<file path="src/rtl/aes_round_sequencer.sv">
// Iterative AES-128 round sequencer.
// Loads a byte-serial key/plaintext pair into 128-bit registers, then drives one shared
// round datapath through rounds 0..NUM_ROUNDS. Round 0 is the initial AddRoundKey. Each
// round is issued as a one-cycle command carrying its round constant and final-round flag.
// The final datapath result is streamed out byte-serially, MSB first.
//
// Ports:
//   clk, rst                  clock, synchronous active-high reset
//   in_valid/in_ready         handshake for one key_byte/state_byte pair
//   key_byte, state_byte      key and plaintext bytes, MSB-first
//   out_valid/out_ready       handshake for out_byte
//   out_byte                  ciphertext byte, MSB-first
//   busy                      block in flight (ROUND/WAIT/UNLOAD)
//   err                       sticky round-timeout flag
//   dp_key, dp_state          assembled key and plaintext for the datapath
//   dp_round_start            one-cycle round command
//   dp_round_num, dp_rcon     round index and key-expansion constant
//   dp_final                  final round (no MixColumns)
//   dp_round_done, dp_result  datapath completion and its state output
module aes_round_sequencer #(
  parameter int unsigned NUM_ROUNDS   = 10,
  parameter int unsigned DONE_TIMEOUT = 64
) (
  input  logic         clk,
  input  logic         rst,
  input  logic         in_valid,
  output logic         in_ready,
  input  logic [7:0]   key_byte,
  input  logic [7:0]   state_byte,
  output logic         out_valid,
  input  logic         out_ready,
  output logic [7:0]   out_byte,
  output logic         busy,
  output logic         err,
  output logic [127:0] dp_key,
  output logic [127:0] dp_state,
  output logic         dp_round_start,
  output logic [3:0]   dp_round_num,
  output logic [7:0]   dp_rcon,
  output logic         dp_final,
  input  logic         dp_round_done,
  input  logic [127:0] dp_result
);

  localparam int unsigned TmoW = $clog2(DONE_TIMEOUT + 1);

  typedef enum logic [1:0] {StLoad, StRound, StWait, StUnload} state_e;

  state_e          state_q, state_d;
  logic [3:0]      byte_cnt_q, byte_cnt_d;
  logic [3:0]      round_cnt_q, round_cnt_d;
  logic [TmoW-1:0] tmo_cnt_q, tmo_cnt_d;
  logic [127:0]    key_q, key_d;
  logic [127:0]    pt_q, pt_d;
  logic [127:0]    shift_q, shift_d;
  logic            err_q, err_d;
  logic [6:0]      lane_lo;
  logic            cmd_active;

  // Round constant: 00 for the initial AddRoundKey, then successive GF(2^8) doublings of 01.
  function automatic logic [7:0] rcon_of(input logic [3:0] rnd);
    logic [7:0] rc;
    rc = 8'h01;
    for (int unsigned i = 2; i < 16; i++) begin
      if (i <= 32'(rnd)) begin
        rc = {rc[6:0], 1'b0} ^ (rc[7] ? 8'h1b : 8'h00);
      end
    end
    if (rnd == 4'd0) begin
      rc = 8'h00;
    end
    return rc;
  endfunction

  // Byte n lands at bits [127-8n -: 8], i.e. low bit index (15-n)*8.
  assign lane_lo = {~byte_cnt_q, 3'b000};

  always_comb begin
    state_d        = state_q;
    byte_cnt_d     = byte_cnt_q;
    round_cnt_d    = round_cnt_q;
    tmo_cnt_d      = tmo_cnt_q;
    key_d          = key_q;
    pt_d           = pt_q;
    shift_d        = shift_q;
    err_d          = err_q;
    in_ready       = 1'b0;
    out_valid      = 1'b0;
    dp_round_start = 1'b0;

    unique case (state_q)
      StLoad: begin
        in_ready = 1'b1;
        if (in_valid) begin
          key_d[lane_lo +: 8] = key_byte;
          pt_d[lane_lo +: 8]  = state_byte;
          byte_cnt_d          = byte_cnt_q + 4'd1;
          if (byte_cnt_q == 4'd15) begin
            round_cnt_d = 4'd0;
            state_d     = StRound;
          end
        end
      end

      StRound: begin
        dp_round_start = 1'b1;
        tmo_cnt_d      = '0;
        state_d        = StWait;
      end

      StWait: begin
        // Completion takes priority over a timeout expiring in the same cycle.
        if (dp_round_done) begin
          if (round_cnt_q == 4'(NUM_ROUNDS)) begin
            shift_d    = dp_result;
            byte_cnt_d = 4'd0;
            state_d    = StUnload;
          end else begin
            round_cnt_d = round_cnt_q + 4'd1;
            state_d     = StRound;
          end
        end else if (tmo_cnt_q == TmoW'(DONE_TIMEOUT - 1)) begin
          // Abort the block; the partial result is discarded.
          err_d       = 1'b1;
          tmo_cnt_d   = '0;
          round_cnt_d = 4'd0;
          byte_cnt_d  = 4'd0;
          state_d     = StLoad;
        end else begin
          tmo_cnt_d = tmo_cnt_q + TmoW'(1);
        end
      end

      StUnload: begin
        out_valid = 1'b1;
        if (out_ready) begin
          shift_d    = {shift_q[119:0], 8'h00};
          byte_cnt_d = byte_cnt_q + 4'd1;
          if (byte_cnt_q == 4'd15) begin
            round_cnt_d = 4'd0;
            state_d     = StLoad;
          end
        end
      end

      default: state_d = StLoad;
    endcase
  end

  always_ff @(posedge clk) begin
    if (rst) begin
      state_q     <= StLoad;
      byte_cnt_q  <= 4'd0;
      round_cnt_q <= 4'd0;
      tmo_cnt_q   <= '0;
      key_q       <= '0;
      pt_q        <= '0;
      shift_q     <= '0;
      err_q       <= 1'b0;
    end else begin
      state_q     <= state_d;
      byte_cnt_q  <= byte_cnt_d;
      round_cnt_q <= round_cnt_d;
      tmo_cnt_q   <= tmo_cnt_d;
      key_q       <= key_d;
      pt_q        <= pt_d;
      shift_q     <= shift_d;
      err_q       <= err_d;
    end
  end

  // Round command fields are only meaningful (and held) while a round is in flight.
  assign cmd_active   = (state_q == StRound) || (state_q == StWait);
  assign dp_round_num = cmd_active ? round_cnt_q : 4'd0;
  assign dp_rcon      = cmd_active ? rcon_of(round_cnt_q) : 8'h00;
  assign dp_final     = cmd_active && (round_cnt_q == 4'(NUM_ROUNDS));

  assign busy     = (state_q != StLoad);
  assign err      = err_q;
  assign dp_key   = key_q;
  assign dp_state = pt_q;
  // Shift register is zero outside UNLOAD (cleared on reset, drained by a full unload).
  assign out_byte = shift_q[127:120];

endmodule

</file>
<file path="config.mk">
export PLATFORM = sky130hd
export DESIGN_NAME = aes_round_sequencer
export DESIGN_NICKNAME = d
export VERILOG_FILES = /design/src/rtl/aes_round_sequencer.sv
export SDC_FILE = /design/constraint.sdc
export NUM_CORES = 1
export LEC_CHECK = 0
export ABC_AREA = 0
export CORE_MARGIN = 10
export CORE_UTILIZATION = 30
export DETAILED_ROUTE_END_ITERATION = 7
export PLACE_DENSITY = 0.66
export SLEW_MARGIN = 20
export SYNTH_ARGS = -nofsm -noshare
export SYNTH_HDL_FRONTEND = slang
export SYNTH_SLANG_ARGS = --single-unit
</file>
<file path="constraint.sdc">
create_clock -name clk -period 1.95 [get_ports clk]
set_input_delay 0.2925 -clock clk [delete_from_list [all_inputs] [get_ports clk]]
set_output_delay 0.2925 -clock clk [all_outputs]
set_load 0.01 [all_outputs]
</file>
==> reports/results.txt <==
Run status: finished, violations left
Failing checks: setup timing
Initial core utilization: 30.5%
CP peak stage delay: 380 ps
Final Critical Period: 2620 ps
HPWL after detailed placement: 46700 um
Post-Route WL: 67600 um
Compound-cell area share of the yosys netlist: 14.1%
Final hold vios: 0
Final worst-path cycle share: 134%
Area taken by multi-input logic gates: 9160 um2
Total of fill cells in the finished design: 4850
Number of flops mapped to enable cells by yosys: 0
Global route total overflow: 0
Buffers added on ports: 430
Vias in the first global route: 16300
Post-synth top area share: 47.6%
Syn Nets: 1905
Max Clock Freq: 0.382 GHz
Via/cell ratio: 5.17
Routed Antenna Nets: 0
Clk slew on worst S/H paths: 70 ps
Area grow syn2layout: 60.7%
Crit Path Class: reg2out
Root Buffer: clkbuf_16
Top_reg_cell synth: dfxtp_1
H-Tree Depth: 2
Core box area: 55400 um2
Via Count: 16000
Synthesized cell area: 16900 um2
Layout cell share with drive strength beyond 1: 24.6%
Worst Setup End Kind: primary output
Number of max-cap violations: 0
RePlAce Congestion: 0.895
Setup_tns: -50260 ps
Power Total: 18.4 mW
Final Instance Count excl. Fillers: 3098
Synth Warn #: 0
Global-route wire length before repair: 99300 um
Skew-Pair Late Insertion Delay: 570 ps
Die area: 66200 um2
Row cnt: 86
Mux share of post-synthesis cell area: 20.8%
Cell Pwr Density: 677 nW/um2
Post-synth top cells: dfxtp_1, mux2i_1, nand2_1, a21oi_1, a211oi_1
Final Core Density: 49.0%
Worst-path cell chain: buf_8 -> buf_12 -> nor4_4 -> buf_4 -> o21a_1 -> o21ai_2 -> a221oi_2 -> buf_2
Hold crit path type: in2reg
Max clock buf depth: 3
WP data required: 1660 ps
CP Data Arrival Time: 2320 ps
Final WS setup: -665 ps
Part of the Yosys area used for sequential elements: 47.6%
Most frequent cell after synthesis: dfxtp_1
Area after DPL: 23400 um2
Max Clock Skew: 26.2 ps
CTS Buf Count: 46
Worst-Margin Slew: 838 ps
Main combinational cell family by area after synthesis: multiplexers
Drt wl/cell: 21.8 um
Post-synthesis adder-cell area fraction: 0.889%
Pin count of the biggest net entering global routing: 119
Synthesized flop and latch total: 402
Simple-gate share of the synthesized area: 11.7%
VDD IR max: 0.000582 V
Post-Synth XOR/XNOR Area: 0.415%
Antenna violations before repair: 4
Yosys top cell by area: dfxtp_1
1st-iter DRT viols: 1010
1st-pass router iterations: 7
# DRC: 0
Die X: 257 um
Slowest cell on crit path: dfxtp_4
NumNets Final: 2475
CTS sink cnt: 402
Ys async rst share: 0%
Final Cell Area: 27100 um2
WHS: 181 ps
Crit Path Max Fanout: 6
I/O pin count: 431
Slew headroom: 44.1%
Setup WS pre-CTS: -577 ps
Post-synthesis area per instance: 9.69 um2
Die Ht: 257 um
RSZ-0062 raised after global routing: yes
CP Launch Type: register
Post-synth cell types: 73
CTS tree: built
Max Slew Vio Count: 0
Global Route Usage Sum: 18.8%
Static Leakage: 10.2 nW
Ranking of synthesized cells by area: dfxtp_1, mux2i_1, nand2_1
Seq. cell area: 8060 um2
Cell count after placement: 2933
Instance count of the mapped netlist: 1744
Final setup viols: 142
==> sequential cells by signal, summed over array words and instances (netlist names) <==
register / flops
tmo_cnt_q: 7
shift_q: 128
dp_state: 128
state_q: 2
round_cnt_q: 4
dp_key: 128
err: 1
byte_cnt_q: 4
==> kinds of logic (layout without fill, tap and decap cells) <==
kind of cell    Yosys count  in the layout
buf+inv                 168            773
flops                   402            402
fa+ha+maj                12             12
compound gates          378            378
xor+xnor                  5              5
other cells               0              1
mux                     350            350
simple gates            429            429
==> report_power, final <==
| group | total, mW | leakage, nW | switching (mW) | internal [mW] |
|---|---|---|---|---|
| Sequential | 8.28 | 3.24 | 0.0299 | 8.25 |
| Combinational | 1.28 | 6.18 | 0.692 | 0.587 |
| Clock | 8.83 | 0.760 | 3.66 | 5.17 |
==> placed cells by master (no fill, tap or decap), types with 11 or more instances in the layout <==
| master | synthesis | routed |
|---|---|---|
| a31o_2 | 17 | 17 |
| clkdlybuf4s50_1 | 0 | 412 |
| o21ai_2 | 1 | 11 |
| a211oi_2 | 0 | 111 |
| nor4_1 | 17 | 16 |
| mux2i_1 | 348 | 347 |
| buf_16 | 0 | 17 |
| a211oi_1 | 122 | 11 |
| clkbuf_16 | 0 | 47 |
| buf_4 | 18 | 123 |
| a21oi_1 | 162 | 152 |
| nand2_1 | 284 | 274 |
| dfxtp_1 | 402 | 395 |
| nor2_1 | 40 | 34 |
| buf_12 | 0 | 57 |
| buf_6 | 2 | 45 |
| o21ai_0 | 35 | 20 |
| nand3_1 | 23 | 22 |
==> final cells by class <==
class / count / area share [%]
timing repair buffer: 676 / 27.2
clock buffer: 59 / 4.68
multi-input combinational: 1174 / 33.7
antenna: 1 / 0.00922
tap: 748 / 3.45
inverter: 14 / 0.221
sequential: 402 / 29.7
clock inverter: 24 / 0.977
==> layer usage <==
metal | routed length [um] | track usage (%)
met3 | 5200 | 4.99
met4 | 1740 | 5.46
met2 | 33700 | 33.0
met1 | 26800 | 22.0
met5 | 41 | 0
==> worst paths after layout <==
check | start | endpoint | slack, ps | cells after the start
min reg2reg | dp_key[13] | dp_key[13] | 460 | 2
max | round_cnt_q[1] | dp_rcon[6] | -670 | 8
max reg2reg | round_cnt_q[0] | shift_q[110] | -400 | 14
min | rst | round_cnt_q[1] | 180 | 4
==> worst max-delay path: cells and delay by family (launching register included) <==
family | cells | cell delay (ps)
compound gates | 3 | 470
buf+inv | 4 | 640
flops | 1 | 380
simple gates | 1 | 250
==> what timing repair did <==
item                                   4_1_cts  5_1_grt
pin swaps                                   46       51
endpoints found under the hold margin        0        0
hold buffers                                 0        0
setup buffers                               43       29
setup endpoints to repair                  120      280
gates cloned                                18        3
gates resized for setup                    255      136
(Power assumes the default switching activity.)
